<file path="src/rtl/harmonic_scheduler_pkg.sv">
// Shared definitions for the harmonic scheduler slice.
// Contents: FSM state enum, default divider and harmonic-count constants,
// and the offset-binary midscale code used for silence and reset.
package sched_pkg;

    localparam int          DEFAULT_CLK_DIV   = 1000;
    localparam int          DEFAULT_HARMONICS = 64;
    localparam logic [15:0] MIDSCALE          = 16'h8000;

    typedef enum logic [1:0] {
        ST_IDLE   = 2'd0,
        ST_ISSUE  = 2'd1,
        ST_DRAIN  = 2'd2,
        ST_OUTPUT = 2'd3
    } sched_state_e;

endpackage

</file>
<file path="src/rtl/harmonic_scheduler_if.sv">
// Bus bundle between the harmonic scheduler and its surroundings.
// Groups control input (enable, harmonic count), the datapath issue/return
// handshake, the DAC sample handshake and the status outputs.
//   master : the scheduler side (drives o_* signals)
//   slave  : the environment side (drives i_* signals)
// Optional: SCHED_OVERRUN_COUNT_EN adds the saturating o_Overrun_Count[7:0].
interface harmonic_scheduler_if
    import sched_pkg::*;
#(
    parameter int HARMONICS = DEFAULT_HARMONICS,
    parameter int PROD_W    = 28
);
    localparam int HW = $clog2(HARMONICS);

    logic              i_Enable;
    logic [HW:0]       i_Harm_Count;
    logic [HW-1:0]     o_Harm_Index;
    logic              o_Harm_Valid;
    logic              i_Harm_Ready;
    logic              i_Prod_Valid;
    logic [PROD_W-1:0] i_Product;
    logic [15:0]       o_Sample;
    logic              o_Sample_Valid;
    logic              i_DAC_Ready;
    logic              o_Busy;
    logic              o_Overrun;
`ifdef SCHED_OVERRUN_COUNT_EN
    logic [7:0]        o_Overrun_Count;
`endif

    modport master (
        input  i_Enable,
        input  i_Harm_Count,
        output o_Harm_Index,
        output o_Harm_Valid,
        input  i_Harm_Ready,
        input  i_Prod_Valid,
        input  i_Product,
        output o_Sample,
        output o_Sample_Valid,
        input  i_DAC_Ready,
        output o_Busy,
        output o_Overrun
`ifdef SCHED_OVERRUN_COUNT_EN
        ,
        output o_Overrun_Count
`endif
    );

    modport slave (
        output i_Enable,
        output i_Harm_Count,
        input  o_Harm_Index,
        input  o_Harm_Valid,
        output i_Harm_Ready,
        output i_Prod_Valid,
        output i_Product,
        input  o_Sample,
        input  o_Sample_Valid,
        output i_DAC_Ready,
        input  o_Busy,
        input  o_Overrun
`ifdef SCHED_OVERRUN_COUNT_EN
        ,
        input  o_Overrun_Count
`endif
    );

endinterface

</file>
<file path="src/rtl/sample_tick_gen.sv">
// Free-running sample-rate divider.
// Ports: i_Clock, i_Reset (async, active high), o_Tick (one-cycle pulse
// while the counter sits at its terminal count CLK_DIV-1).
module sample_tick_gen #(
    parameter int CLK_DIV = 1000
)(
    input  logic i_Clock,
    input  logic i_Reset,
    output logic o_Tick
);
    localparam int CW = $clog2(CLK_DIV);

    logic [CW-1:0] cnt_r;
    logic          tick_r;

    // Divider counter 0..CLK_DIV-1; tick registered one count early so it lines up with terminal count.
    always_ff @(posedge i_Clock or posedge i_Reset) begin
        if (i_Reset) begin
            cnt_r  <= {CW{1'b0}};
            tick_r <= 1'b0;
        end else begin
            if (cnt_r == CW'(CLK_DIV - 1)) begin
                cnt_r <= {CW{1'b0}};
            end else begin
                cnt_r <= cnt_r + CW'(1);
            end
            tick_r <= (cnt_r == CW'(CLK_DIV - 2));
        end
    end

    assign o_Tick = tick_r;

endmodule

</file>
<file path="src/rtl/harmonic_scheduler.sv">
// Per-sample sequencer for the additive oscillator.
// Each accepted sample tick: issue harmonic indices 0..n-1 to the shared
// sine/multiply datapath, accumulate the returned signed products, scale by
// OUT_SHIFT, saturate to 16 bits and offer an offset-binary sample to the DAC.
// Ports: i_Clock, i_Reset (async, active high), bus (harmonic_scheduler_if.master).
// Optional: SCHED_OVERRUN_COUNT_EN adds a saturating 8-bit overrun counter.
module harmonic_scheduler
    import sched_pkg::*;
#(
    parameter int CLK_DIV   = DEFAULT_CLK_DIV,
    parameter int HARMONICS = DEFAULT_HARMONICS,
    parameter int PROD_W    = 28,
    parameter int OUT_SHIFT = 12
)(
    input logic                    i_Clock,
    input logic                    i_Reset,
    harmonic_scheduler_if.master   bus
);
    localparam int HW    = $clog2(HARMONICS);
    localparam int CW    = HW + 1;
    localparam int ACC_W = PROD_W + HW;

    localparam logic [1:0] S_IDLE   = ST_IDLE;
    localparam logic [1:0] S_ISSUE  = ST_ISSUE;
    localparam logic [1:0] S_DRAIN  = ST_DRAIN;
    localparam logic [1:0] S_OUTPUT = ST_OUTPUT;

    localparam logic signed [ACC_W-1:0] SAT_MAX = ACC_W'(32'sd32767);
    localparam logic signed [ACC_W-1:0] SAT_MIN = ACC_W'(-32'sd32768);

    logic [1:0]              state_r;
    logic [CW-1:0]           n_r;
    logic [CW-1:0]           issue_cnt_r;
    logic [CW-1:0]           ret_cnt_r;
    logic signed [ACC_W-1:0] acc_r;
    logic                    harm_valid_r;
    logic [HW-1:0]           harm_index_r;
    logic [15:0]             sample_r;
    logic                    sample_valid_r;
    logic                    busy_r;
    logic                    overrun_r;

    logic                    tick_s;
    logic                    tick_accept_s;
    logic                    overrun_set_s;
    logic                    issue_hs_s;
    logic                    ret_s;
    logic [CW-1:0]           n_in_s;
    logic [CW-1:0]           ret_next_s;
    logic signed [ACC_W-1:0] prod_ext_s;
    logic signed [ACC_W-1:0] acc_next_s;
    logic signed [ACC_W-1:0] shifted_s;
    logic [15:0]             sat_s;
    logic [15:0]             sample_s;

    sample_tick_gen #(
        .CLK_DIV (CLK_DIV)
    ) u_tick (
        .i_Clock (i_Clock),
        .i_Reset (i_Reset),
        .o_Tick  (tick_s)
    );

    assign tick_accept_s = tick_s && bus.i_Enable;
    assign overrun_set_s = tick_accept_s && (state_r != S_IDLE);
    assign issue_hs_s    = harm_valid_r && bus.i_Harm_Ready;
    // Returns only count while a sequence is collecting; stragglers in IDLE/OUTPUT are dropped.
    assign ret_s         = bus.i_Prod_Valid && ((state_r == S_ISSUE) || (state_r == S_DRAIN));
    assign n_in_s        = (bus.i_Harm_Count > CW'(HARMONICS)) ? CW'(HARMONICS) : bus.i_Harm_Count;
    assign ret_next_s    = ret_cnt_r + (ret_s ? CW'(1) : CW'(0));
    assign prod_ext_s    = {{(ACC_W - PROD_W){bus.i_Product[PROD_W-1]}}, bus.i_Product};
    assign acc_next_s    = ret_s ? (acc_r + prod_ext_s) : acc_r;
    assign shifted_s     = acc_next_s >>> OUT_SHIFT;

    // Clamp the scaled sum to the signed 16-bit range.
    always_comb begin
        sat_s = 16'h0000;
        if (shifted_s > SAT_MAX) begin
            sat_s = 16'h7FFF;
        end else if (shifted_s < SAT_MIN) begin
            sat_s = 16'h8000;
        end else begin
            sat_s = shifted_s[15:0];
        end
    end

    // Two's complement to offset binary: flip the sign bit.
    assign sample_s = {~sat_s[15], sat_s[14:0]};

    // Sequencer FSM: tick acceptance, issue/return counting, accumulation and DAC handshake.
    always_ff @(posedge i_Clock or posedge i_Reset) begin
        if (i_Reset) begin
            state_r        <= S_IDLE;
            n_r            <= {CW{1'b0}};
            issue_cnt_r    <= {CW{1'b0}};
            ret_cnt_r      <= {CW{1'b0}};
            acc_r          <= {ACC_W{1'b0}};
            harm_valid_r   <= 1'b0;
            harm_index_r   <= {HW{1'b0}};
            sample_r       <= MIDSCALE;
            sample_valid_r <= 1'b0;
            busy_r         <= 1'b0;
            overrun_r      <= 1'b0;
        end else begin
            overrun_r <= overrun_set_s;
            case (state_r)
                S_IDLE: begin
                    if (tick_accept_s) begin
                        n_r          <= n_in_s;
                        issue_cnt_r  <= {CW{1'b0}};
                        ret_cnt_r    <= {CW{1'b0}};
                        acc_r        <= {ACC_W{1'b0}};
                        harm_index_r <= {HW{1'b0}};
                        busy_r       <= 1'b1;
                        if (n_in_s == {CW{1'b0}}) begin
                            state_r        <= S_OUTPUT;
                            sample_r       <= MIDSCALE;
                            sample_valid_r <= 1'b1;
                        end else begin
                            state_r      <= S_ISSUE;
                            harm_valid_r <= 1'b1;
                        end
                    end
                end
                S_ISSUE: begin
                    acc_r     <= acc_next_s;
                    ret_cnt_r <= ret_next_s;
                    if (issue_hs_s) begin
                        issue_cnt_r <= issue_cnt_r + CW'(1);
                        if ((issue_cnt_r + CW'(1)) == n_r) begin
                            harm_valid_r <= 1'b0;
                            state_r      <= S_DRAIN;
                        end else begin
                            harm_index_r <= harm_index_r + HW'(1);
                        end
                    end
                end
                S_DRAIN: begin
                    acc_r     <= acc_next_s;
                    ret_cnt_r <= ret_next_s;
                    // Includes a final return arriving this very cycle.
                    if (ret_next_s >= n_r) begin
                        state_r        <= S_OUTPUT;
                        sample_r       <= sample_s;
                        sample_valid_r <= 1'b1;
                    end
                end
                S_OUTPUT: begin
                    if (bus.i_DAC_Ready) begin
                        sample_valid_r <= 1'b0;
                        busy_r         <= 1'b0;
                        state_r        <= S_IDLE;
                    end
                end
                default: begin
                    state_r        <= S_IDLE;
                    harm_valid_r   <= 1'b0;
                    sample_valid_r <= 1'b0;
                    busy_r         <= 1'b0;
                end
            endcase
        end
    end

`ifdef SCHED_OVERRUN_COUNT_EN
    logic [7:0] ovr_cnt_r;

    // Saturating count of dropped ticks; only reset clears it.
    always_ff @(posedge i_Clock or posedge i_Reset) begin
        if (i_Reset) begin
            ovr_cnt_r <= 8'd0;
        end else if (overrun_set_s && (ovr_cnt_r != 8'hFF)) begin
            ovr_cnt_r <= ovr_cnt_r + 8'd1;
        end else begin
            ovr_cnt_r <= ovr_cnt_r;
        end
    end

    assign bus.o_Overrun_Count = ovr_cnt_r;
`endif

    assign bus.o_Harm_Index   = harm_index_r;
    assign bus.o_Harm_Valid   = harm_valid_r;
    assign bus.o_Sample       = sample_r;
    assign bus.o_Sample_Valid = sample_valid_r;
    assign bus.o_Busy         = busy_r;
    assign bus.o_Overrun      = overrun_r;

endmodule

</file>
<file path="src/flat_wrapper.sv">
// flat-port wrapper written by rule: the top's interface ports become plain ports
module harmonic_scheduler_flat import sched_pkg::*;
#(
    parameter int CLK_DIV   = DEFAULT_CLK_DIV,
    parameter int HARMONICS = DEFAULT_HARMONICS,
    parameter int PROD_W    = 28,
    parameter int OUT_SHIFT = 12
)
  (i_Clock, i_Reset, bus_i_Enable, bus_i_Harm_Count, bus_o_Harm_Index, bus_o_Harm_Valid, bus_i_Harm_Ready, bus_i_Prod_Valid, bus_i_Product, bus_o_Sample, bus_o_Sample_Valid, bus_i_DAC_Ready, bus_o_Busy, bus_o_Overrun);
  harmonic_scheduler_if #(.HARMONICS(HARMONICS), .PROD_W(PROD_W)) bus_i ();
  input logic i_Clock;
  input logic i_Reset;
  input wire logic [$bits(bus_i.i_Enable)-1:0] bus_i_Enable;
  input wire logic [$bits(bus_i.i_Harm_Count)-1:0] bus_i_Harm_Count;
  output wire logic [$bits(bus_i.o_Harm_Index)-1:0] bus_o_Harm_Index;
  output wire logic [$bits(bus_i.o_Harm_Valid)-1:0] bus_o_Harm_Valid;
  input wire logic [$bits(bus_i.i_Harm_Ready)-1:0] bus_i_Harm_Ready;
  input wire logic [$bits(bus_i.i_Prod_Valid)-1:0] bus_i_Prod_Valid;
  input wire logic [$bits(bus_i.i_Product)-1:0] bus_i_Product;
  output wire logic [$bits(bus_i.o_Sample)-1:0] bus_o_Sample;
  output wire logic [$bits(bus_i.o_Sample_Valid)-1:0] bus_o_Sample_Valid;
  input wire logic [$bits(bus_i.i_DAC_Ready)-1:0] bus_i_DAC_Ready;
  output wire logic [$bits(bus_i.o_Busy)-1:0] bus_o_Busy;
  output wire logic [$bits(bus_i.o_Overrun)-1:0] bus_o_Overrun;
  assign bus_i.i_Enable = bus_i_Enable;
  assign bus_i.i_Harm_Count = bus_i_Harm_Count;
  assign bus_o_Harm_Index = bus_i.o_Harm_Index;
  assign bus_o_Harm_Valid = bus_i.o_Harm_Valid;
  assign bus_i.i_Harm_Ready = bus_i_Harm_Ready;
  assign bus_i.i_Prod_Valid = bus_i_Prod_Valid;
  assign bus_i.i_Product = bus_i_Product;
  assign bus_o_Sample = bus_i.o_Sample;
  assign bus_o_Sample_Valid = bus_i.o_Sample_Valid;
  assign bus_i.i_DAC_Ready = bus_i_DAC_Ready;
  assign bus_o_Busy = bus_i.o_Busy;
  assign bus_o_Overrun = bus_i.o_Overrun;
  harmonic_scheduler #(.CLK_DIV(CLK_DIV), .HARMONICS(HARMONICS), .PROD_W(PROD_W), .OUT_SHIFT(OUT_SHIFT)) u_core (.i_Clock(i_Clock), .i_Reset(i_Reset), .bus(bus_i));
endmodule
</file>
<file path="config.mk">
export PLATFORM = sky130hd
export DESIGN_NAME = harmonic_scheduler_flat
export DESIGN_NICKNAME = d
export VERILOG_FILES = /design/src/rtl/harmonic_scheduler_pkg.sv /design/src/rtl/harmonic_scheduler_if.sv /design/src/rtl/sample_tick_gen.sv /design/src/rtl/harmonic_scheduler.sv /design/src/flat_wrapper.sv
export SDC_FILE = /design/constraint.sdc
export NUM_CORES = 1
export LEC_CHECK = 0
export CORE_AREA = 5 5 119 109
export DETAILED_ROUTE_END_ITERATION = 10
export DIE_AREA = 0 0 124 114
export GPL_ROUTABILITY_DRIVEN = 0
export MAX_ROUTING_LAYER = met4
export PLACE_DENSITY = 0.82
export SETUP_SLACK_MARGIN = 0.5
export SLEW_MARGIN = 20
export SYNTH_ARGS = -nofsm -noshare
export SYNTH_HDL_FRONTEND = slang
export SYNTH_SLANG_ARGS = --single-unit
export TNS_END_PERCENT = 10
</file>
<file path="constraint.sdc">
create_clock -name i_Clock -period 7.1 [get_ports i_Clock]
set_input_delay 1.065 -clock i_Clock [delete_from_list [all_inputs] [get_ports i_Clock]]
set_output_delay 1.065 -clock i_Clock [all_outputs]
set_load 0.03 [all_outputs]
</file>
Word-level counts from Yosys, hierarchy flattened
Cells that the tools add are included.

Output and inout port bits: 26. Word-level logic and storage cells: 102. Input bits: 41. Flip-flop bits (word level): 94.

Order comparisons: 4. Multiplexer cells: 39. Equality and inequality tests: 15. Bitwise gates (word level): 1. Reductions and logical operators: 24. Add/sub/neg operators: 5.

Operators with widths (number): $mux 16 (5); $mux 34 (2); $pmux 34 s2 (1); $add 34x28->34 (1); $pmux 16 s2 (1); $pmux 7 s2 (2); $gt 22x16->1 const B (1); $lt 22x16->1 const B (1); $mux 7 (3); $eq 10x10->1 const B (2); $mux 6 (3); $reduce_and 5->1 (3); $mux 2 (6); $pmux 6 s2 (1); $add 10x1->10 const B (1); $mux 1 (10); $mux 10 (1); $ne 2x2->1 const B (5); $reduce_bool 2->1 (5); $reduce_and 3->1 (3); $ne 2x1->1 const B (4); $pmux 2 s4 (1); $reduce_and 4->1 (2); $add 7x1->7 const B (1); 17 further kinds (23).

Longest topological paths before layout
Gate-level depths: netlist (run 1).

Word-level depth: 10. Mapped depth: 21. Gate-level depth less buffers: 18.

Cells and area by module
Synthesis (run 1) repeated with hierarchy kept, for this count alone.

Cell total of the unflattened synthesis: 724. Area, all modules: 6486.2 sq um.

Modules (own cells, without submodules): harmonic_scheduler (area an instance 5944.5 sq um, instances 1, cells an instance 668, sequential area each 2078.2 sq um); sample_tick_gen (area an instance 541.8 sq um, instances 1, cells an instance 56, sequential area each 275.3 sq um).

Least setup slack after synthesis (run 1)
Ideal clock, no wire load.

Kind: input to register. Start: input port bus_i_Prod_Valid. End: register u_core.sample_r[8], in the netlist u_core.bus.o_Sample[8]. Library setup time: 0.087 ns. Stages: 19. Setup slack: 2.722 ns. Required time: 7.013 ns. Data arrival time: 4.291 ns. Buffers on the path: 4. Cells stage by stage: nand2_1 inv_1 buf_4 buf_1 ha_1 ha_1 nand3_1 xnor2_1 ha_1 and3_1 a21oi_1 o211ai_1 a21o_1 nand2_1 or2_2 clkbuf_1 dlygate4sd1_1 nand2_1 a22oi_1.

Cells in the longest elaborated chain, start to end: 7. Elaborated cells on any way between the ends: 13. Those cells by class: add/sub: 1; order compare: 3; eq/ne: 1; mux: 6; reduce/logical: 2.

Ends and longest elaborated chain: start: declaration (RTL line flat_wrapper.sv:18) `input wire logic [$bits(bus_i.i_Prod_Valid)-1:0] bus_i_Prod_Valid;`; $logic_and 1x1->1 (*) (RTL line harmonic_scheduler.sv:68) `assign ret_s = bus.i_Prod_Valid && ((state_r == S_ISSUE) || (state_r == S_DRAIN));`; parallel branches: the longest is 6 deep, another holds $add 7x7->7; end signal: assignment (RTL line harmonic_scheduler.sv:144) `sample_r <= sample_s;`; end: declaration (RTL line harmonic_scheduler.sv:38) `logic [15:0] sample_r;`.

Every way passes the cells marked *. The select of a mux whose other input is x is not followed. A chain may end at the register's enable or synchronous reset.

Worst setup path after layout (run 1)
Start: input port bus_i_Prod_Valid. End: register u_core.sample_r[4], in the netlist u_core.bus.o_Sample[4].

The elaborated chain is that of the path after synthesis.

==> results of run 1 <==
[layout make-up]
type | count | share of cell area, %
inverters | 29 | 1.41
clock inverters | 5 | 1.04
flip-flops and latches | 94 | 30.2
clock buffers | 11 | 3.11
multi-input cells | 629 | 53.0
repair buffers | 69 | 8.76
well taps | 160 | 2.57
[registers in the layout, summed over array words and instances, names as in the netlist]
name                       count
u_core.acc_r                  34
u_core.bus.o_Busy              1
u_core.bus.o_Harm_Index        6
u_core.bus.o_Harm_Valid        1
u_core.bus.o_Overrun           1
u_core.bus.o_Sample           16
u_core.bus.o_Sample_Valid      1
u_core.issue_cnt_r             7
u_core.n_r                     7
u_core.ret_cnt_r               7
u_core.state_r                 2
u_core.u_tick.cnt_r           10
u_core.u_tick.o_Tick           1
[through the flow]
step | power (W) | util (%) | cells | hold slack (ns) | cell area, um^2
2_1_floorplan | 0.00232 | - | 788 | 0.446 | 6790
3_3_place_gp | 0.00272 | 63.7 | 981 | 0.464 | 7480
3_5_place_dp | 0.00280 | 63.7 | 981 | 0.476 | 7480
4_1_cts | 0.00335 | 66.4 | 997 | 0.488 | 7800
5_1_grt | 0.00363 | 66.4 | 997 | 0.513 | 7800
6_report | 0.00339 | 66.4 | 997 | 0.484 | 7800
[per-layer routing]
metal  share of wire [%]  vias up  GRT usage, %  routed length, um
li1                    -     2934             -                  -
met1                  43     2954          34.8               7510
met2                  49      248          41.9               8490
met3                 6.0       48          3.22               1050
met4                 2.5        0          9.27                431
met5                   0        -             -                  0
[cell families after synthesis]
| logic type | share of synthesized area (%) |
|---|---|
| compound gates | 24.3 |
| xor+xnor | 6.56 |
| fa+ha+maj | 9.51 |
| buf+inv | 4.50 |
| flops | 34.7 |
| mux | 1.79 |
| simple gates | 18.7 |
[where the power goes]
part,total [W],internal (W),switching [W]
Combinational,0.00202,0.000746,0.00127
Clock,0.000523,0.000319,0.000204
Sequential,0.000847,0.000696,0.000151
Total,0.00339,0.00176,0.00162
[cell usage after synthesis (4+ instances only)]
master,instances
nand2_1,112
dfrtp_1,93
o21ai_0,80
a21oi_1,55
ha_1,50
nor2_1,45
inv_1,29
xor2_1,28
xnor2_1,21
nand4_1,19
nand3_1,18
clkbuf_1,17
a22o_1,15
and3_1,15
nand2b_1,12
mux2i_1,11
a21o_1,10
a22oi_1,10
nor3_1,10
o211ai_1,10
buf_2,9
o21a_1,9
a211oi_1,8
o31ai_1,7
a21boi_0,6
or3_1,6
and2_2,5
buf_6,5
o21bai_1,5
and2_1,4
o221ai_1,4
[worst max-delay path by stage]
stage                     startpoint                      end
finish              bus_i_Prod_Valid   u_core.bus.o_Sample[4]
global route        bus_i_Prod_Valid   u_core.bus.o_Sample[4]
CTS                 bus_i_Prod_Valid   u_core.bus.o_Sample[4]
detailed placement  bus_i_Prod_Valid   u_core.bus.o_Sample[4]
global placement    bus_i_Prod_Valid  u_core.bus.o_Sample[14]
floorplan           bus_i_Prod_Valid   u_core.bus.o_Sample[8]
==> flow_summary.yaml, run 1 <==
outcome:
  status: "finished clean"
layout:
  mostFrequentLayoutCells: "nand2_1, dfrtp_1, o21ai_0"
  antennaDiodeCount: 0
  drive_above_1_share_pct: 5.38
  areaGrowthSynthToFinish_pct: 15.0
  register_area_um2: 2350
  layout_commonest_cell: "nand2_1"
  fill_cells: 955
  fin_nets: 924
  multi_input_area_um2: 4130
yosys:
  synth_warnings: 0
  avgSynthCellArea_um2: 8.61
  postSynthCellCount: 788
  async_flop_share_pct: 100
  synth_top_area_share_pct: 34.3
  netlist_area_um2: 6790
  synth_fp_nets: 880
  ys.flop_type: "dfrtp_1"
  synth_edf_count: 0
  synth_top_cell_by_area: "dfrtp_1"
  ys_seq_elements: 94
  yosysSeqAreaShare_pct: 34.7
  ys_top_cells_by_area: "dfrtp_1, ha_1, nand2_1"
  synth_cell_types: 69
drt:
  wirelength_mm: 17.5
  firstDrtPassIters: 8
  via_per_inst: 6.20
  vias: 6184
  drtIter0Drc: 706
  wl_per_cell_um: 17.5
  drc: 0
  postRouteAntennaNets: 0
grt:
  grt_pass1_wl_mm: 28.9
  grt_max_degree: 71
  antenna_found_initial: 0
  grt_overflow: 0
  grtUsageTotal_pct: 26.3
  grt_pass1_vias: 5923
worst_setup_path:
  path_class: "in -> reg"
  worstReg2RegEnd: "u_core.bus.o_Sample[4]"
  worstPathMaxFanout: 22
  cpMostUsedCell: "ha_1"
  crit_buf_inv: 3
  critPathCaptureType: "flop"
  worst-path-stages: 17
  r2r_slack_ns: 2.17
  worstPathCellList: "clkdlybuf4s50_1, nand2_1, buf_4, inv_1, ha_1, ha_1, nand3_1, xnor2_1, ha_1, and3_1, a21oi_1, o211ai_1, o2111ai_1, a21oi_1, nor4b_2, a2bb2oi_4, o31ai_1"
  r2r-start: "u_core.state_r[0]"
  cpPeakStageDelay_ns: 0.66
  r2r_cells: 18
  crit_path_start_kind: "primary input"
  crit_slowest_cell: "inv_1"
  cp.arrival_ns: 5.43
  worst_path_dominant_cell_family: "buffers and inverters"
  worst_ep_required_time_ns: 7.34
min_path:
  holdPathEnd: "u_core.u_tick.cnt_r[0]"
  hp-start: "u_core.u_tick.cnt_r[0]"
  hp-class: "reg -> reg"
  min_path_cells: 1
die:
  coreArea_um2: 11700
  die_h_um: 114
  die_area_um2: 14100
  num_rows: 38
  start_util_pct: 57.8
  num_io_pins: 67
  fp.dieW_um: 124
power_and_ir_drop:
  power_density_nw_per_um2: 434
  peakVddDrop_v: 0.000182
  p_leak_nw: 3.42
timing:
  rsz0062_at_grt: "false"
  worst_slew_margin_rel_pct: 41.8
  layout_setup_ws_ns: 1.91
  fmaxAchievable_mhz: 193
  setup_violations: 0
  min_period_over_period_pct: 73.1
  hold_viol_final: 0
  slew_violations: 0
  tightestPinTransition_ns: 0.872
  finClkSkew_ns: 0.00982
  tns_ns: 0
  period_minus_slack_ns: 5.19
cts:
  cts.clk_slew.worst_paths_ns: 0.06
  clockBufferDepth: 2
  post-cts-setup-buffers: 0
  root_buffer: "clkbuf_16"
  cts_buffers: 9
  clock_latency_ns: 0.35
  cts_resized: 0
  ctsHoldBuffers: 0
  cts_tree: "done"
  numClockSinks: 94
  h-tree-depth: 3
place:
  dpl_worst_slack_ns: 1.65
  numPortBuffers: 66
  hpwl_mm: 13.2
job:
  drv_cap: 0
No activity file was read; power rests on OpenSTA's default activity.
==> run 2: changes to the inputs <==
Settings changed: CORE_AREA 5 5 119 109 to 5 5 126 116, DIE_AREA 0 0 124 114 to 0 0 131 121, PLACE_DENSITY 0.82 to 0.77.
Clock period 7.1 ns to 4.3 ns, I/O delays scaled along.
==> flow_summary.yaml, run 2 (same netlist as run 1, synthesis figures left out) <==
outcome:
  status: "finished clean"
grt:
  grt_max_degree: 39
  grt_pass1_wl_mm: 28.1
  grt_overflow: 0
  antenna_found_initial: 0
  grt.busiest_layer: "met2"
  met3_usage_pct: 4.14
  use_met1_pct: 31.5
  grt_use_met2_pct: 34.5
  grtUsageTotal_pct: 22.7
  grt_pass1_vias: 5649
die:
  fp.dieW_um: 131
  num_rows: 40
  die_h_um: 121
  start_util_pct: 51.8
  num_io_pins: 67
  die_area_um2: 15900
  coreArea_um2: 13100
worst_setup_path:
  crit_slowest_cell: "clkdlybuf4s50_1"
  worstPathCellList: "clkdlybuf4s50_1, ha_1, a211oi_1, o21ai_2, o311ai_2, a31oi_1, xor2_1, mux2i_1, and4_1, a21o_2, o221ai_1"
  cpPeakStageDelay_ns: 0.46
  critPathCaptureType: "flop"
  crit_path_start_kind: "primary input"
  worst_ep_required_time_ns: 4.51
  worstPathMaxFanout: 11
  cp.arrival_ns: 3.87
  path_class: "in -> reg"
timing:
  tns_ns: 0
  fmaxAchievable_mhz: 273
  hold_ws_ns: 0.485
  min_period_over_period_pct: 85.1
  tightestPinTransition_ns: 0.870
  finClkSkew_ns: 0.0108
  hold_viol_final: 0
  slew_violations: 0
  setup_violations: 0
  layout_setup_ws_ns: 0.643
  worst_slew_margin_rel_pct: 41.8
  period_minus_slack_ns: 3.66
  rsz0062_at_grt: "false"
cts:
  cts.clk_slew.worst_paths_ns: 0.07
  cts_buffers: 9
  numClockSinks: 94
  h-tree-depth: 3
  cts_tree: "done"
  clock_latency_ns: 0.35
  clockBufferDepth: 2
  ctsHoldBuffers: 0
  root_buffer: "clkbuf_16"
layout:
  fin_nets: 938
  largest_register: "u_core.acc_r"
  largest_reg_flops: 34
  drive_above_1_share_pct: 7.99
  layout_commonest_cell: "nand2_1"
  fin_util_pct: 61.1
  areaGrowthSynthToFinish_pct: 18.0
  mostFrequentLayoutCells: "nand2_1, dfrtp_1, o21ai_0"
  antennaDiodeCount: 0
  fin_area_um2: 8010
drt:
  wirelength_mm: 17.4
  vias: 6082
  wl_per_cell_um: 17.1
  via_per_inst: 5.97
  drc: 0
  postRouteAntennaNets: 0
  firstDrtPassIters: 5
  drtIter0Drc: 590
place:
  numPortBuffers: 66
  hpwl_mm: 12.7
  placed_area_um2: 7560
  dpl_worst_slack_ns: 0.185
power_and_ir_drop:
  peakVddDrop_v: 0.000373
  p_leak_nw: 3.51
  power_density_nw_per_um2: 713
min_path:
  hp-class: "reg -> reg"
job:
  drv_cap: 0
-- run 2: cell types whose count changed in the layout (fill, tap and decap cells not counted), sizes merged --
cell     previous run  this run
clkinv              2         1
a2bb2oi             1         2
inv                29        31
buf                 3        16
clkbuf             11        10
-- run 2: what timing repair did --
action	4_1_cts	5_1_grt
buffers inserted	0	4
resized for setup	0	15
endpoints found under the setup margin	0	16
-- run 2: where the power goes --
| group | total, W | switching [W] | internal (W) | leakage, nW |
|---|---|---|---|---|
| clock | 0.000878 | 0.000362 | 0.000515 | 0.155 |
| sequential | 0.00137 | 0.000225 | 0.00115 | 1.22 |
| combinational | 0.00346 | 0.00212 | 0.00133 | 2.14 |
| total | 0.00571 | 0.00271 | 0.00299 | 3.51 |
-- run 2: layer usage --
| layer | wire length (um) | part of all wire (%) |
|---|---|---|
| met1 | 8150 | 47 |
| met2 | 7990 | 46 |
| met3 | 943 | 5.4 |
| met4 | 341 | 2.0 |
| met5 | 0 | 0 |
-- run 2: path summary, 6_finish.rpt --
check	start	end	slack (ns)	cells after the start
setup / recovery	bus_i_Product[1]	u_core.bus.o_Sample[6]	0.64	11
hold / removal	u_core.acc_r[6]	u_core.acc_r[6]	0.49	2
setup reg to reg	u_core.state_r[1]	u_core.bus.o_Sample[8]	0.74	18
hold reg to reg	u_core.acc_r[6]	u_core.acc_r[6]	0.49	2
max in group asynchronous	i_Reset	u_core.bus.o_Sample[15]	2.78	3
min in group asynchronous	i_Reset	u_core.bus.o_Sample[7]	0.68	2
-- run 2: metrics by stage --
stage,total power [W],instances
floorplan,0.00384,788
detailed placement,0.00464,998
global placement,0.00460,998
finish,0.00571,1019
CTS,0.00555,1014
global route,0.00616,1019
-- run 2: area by class of cell --
cell class / count / area [um^2]
timing repair buffer: 82 / 781
multi-input combinational: 630 / 4230
sequential: 94 / 2350
tap: 168 / 210
clock buffer: 10 / 229
fill: 1151 / 5100
inverter: 29 / 111
clock inverter: 6 / 92.6
-- run 2: worst max-delay path, delay by kind of cell --
| kind | cells | cell delay (ns) |
|---|---|---|
| adder cells (fa/ha/maj) | 1 | 0.34 |
| multiplexers | 1 | 0.39 |
| AO/OA/AOI/OAI | 6 | 1.50 |
| buffers and inverters | 1 | 0.46 |
| AND/OR/NAND/NOR | 1 | 0.33 |
| XOR/XNOR | 1 | 0.19 |
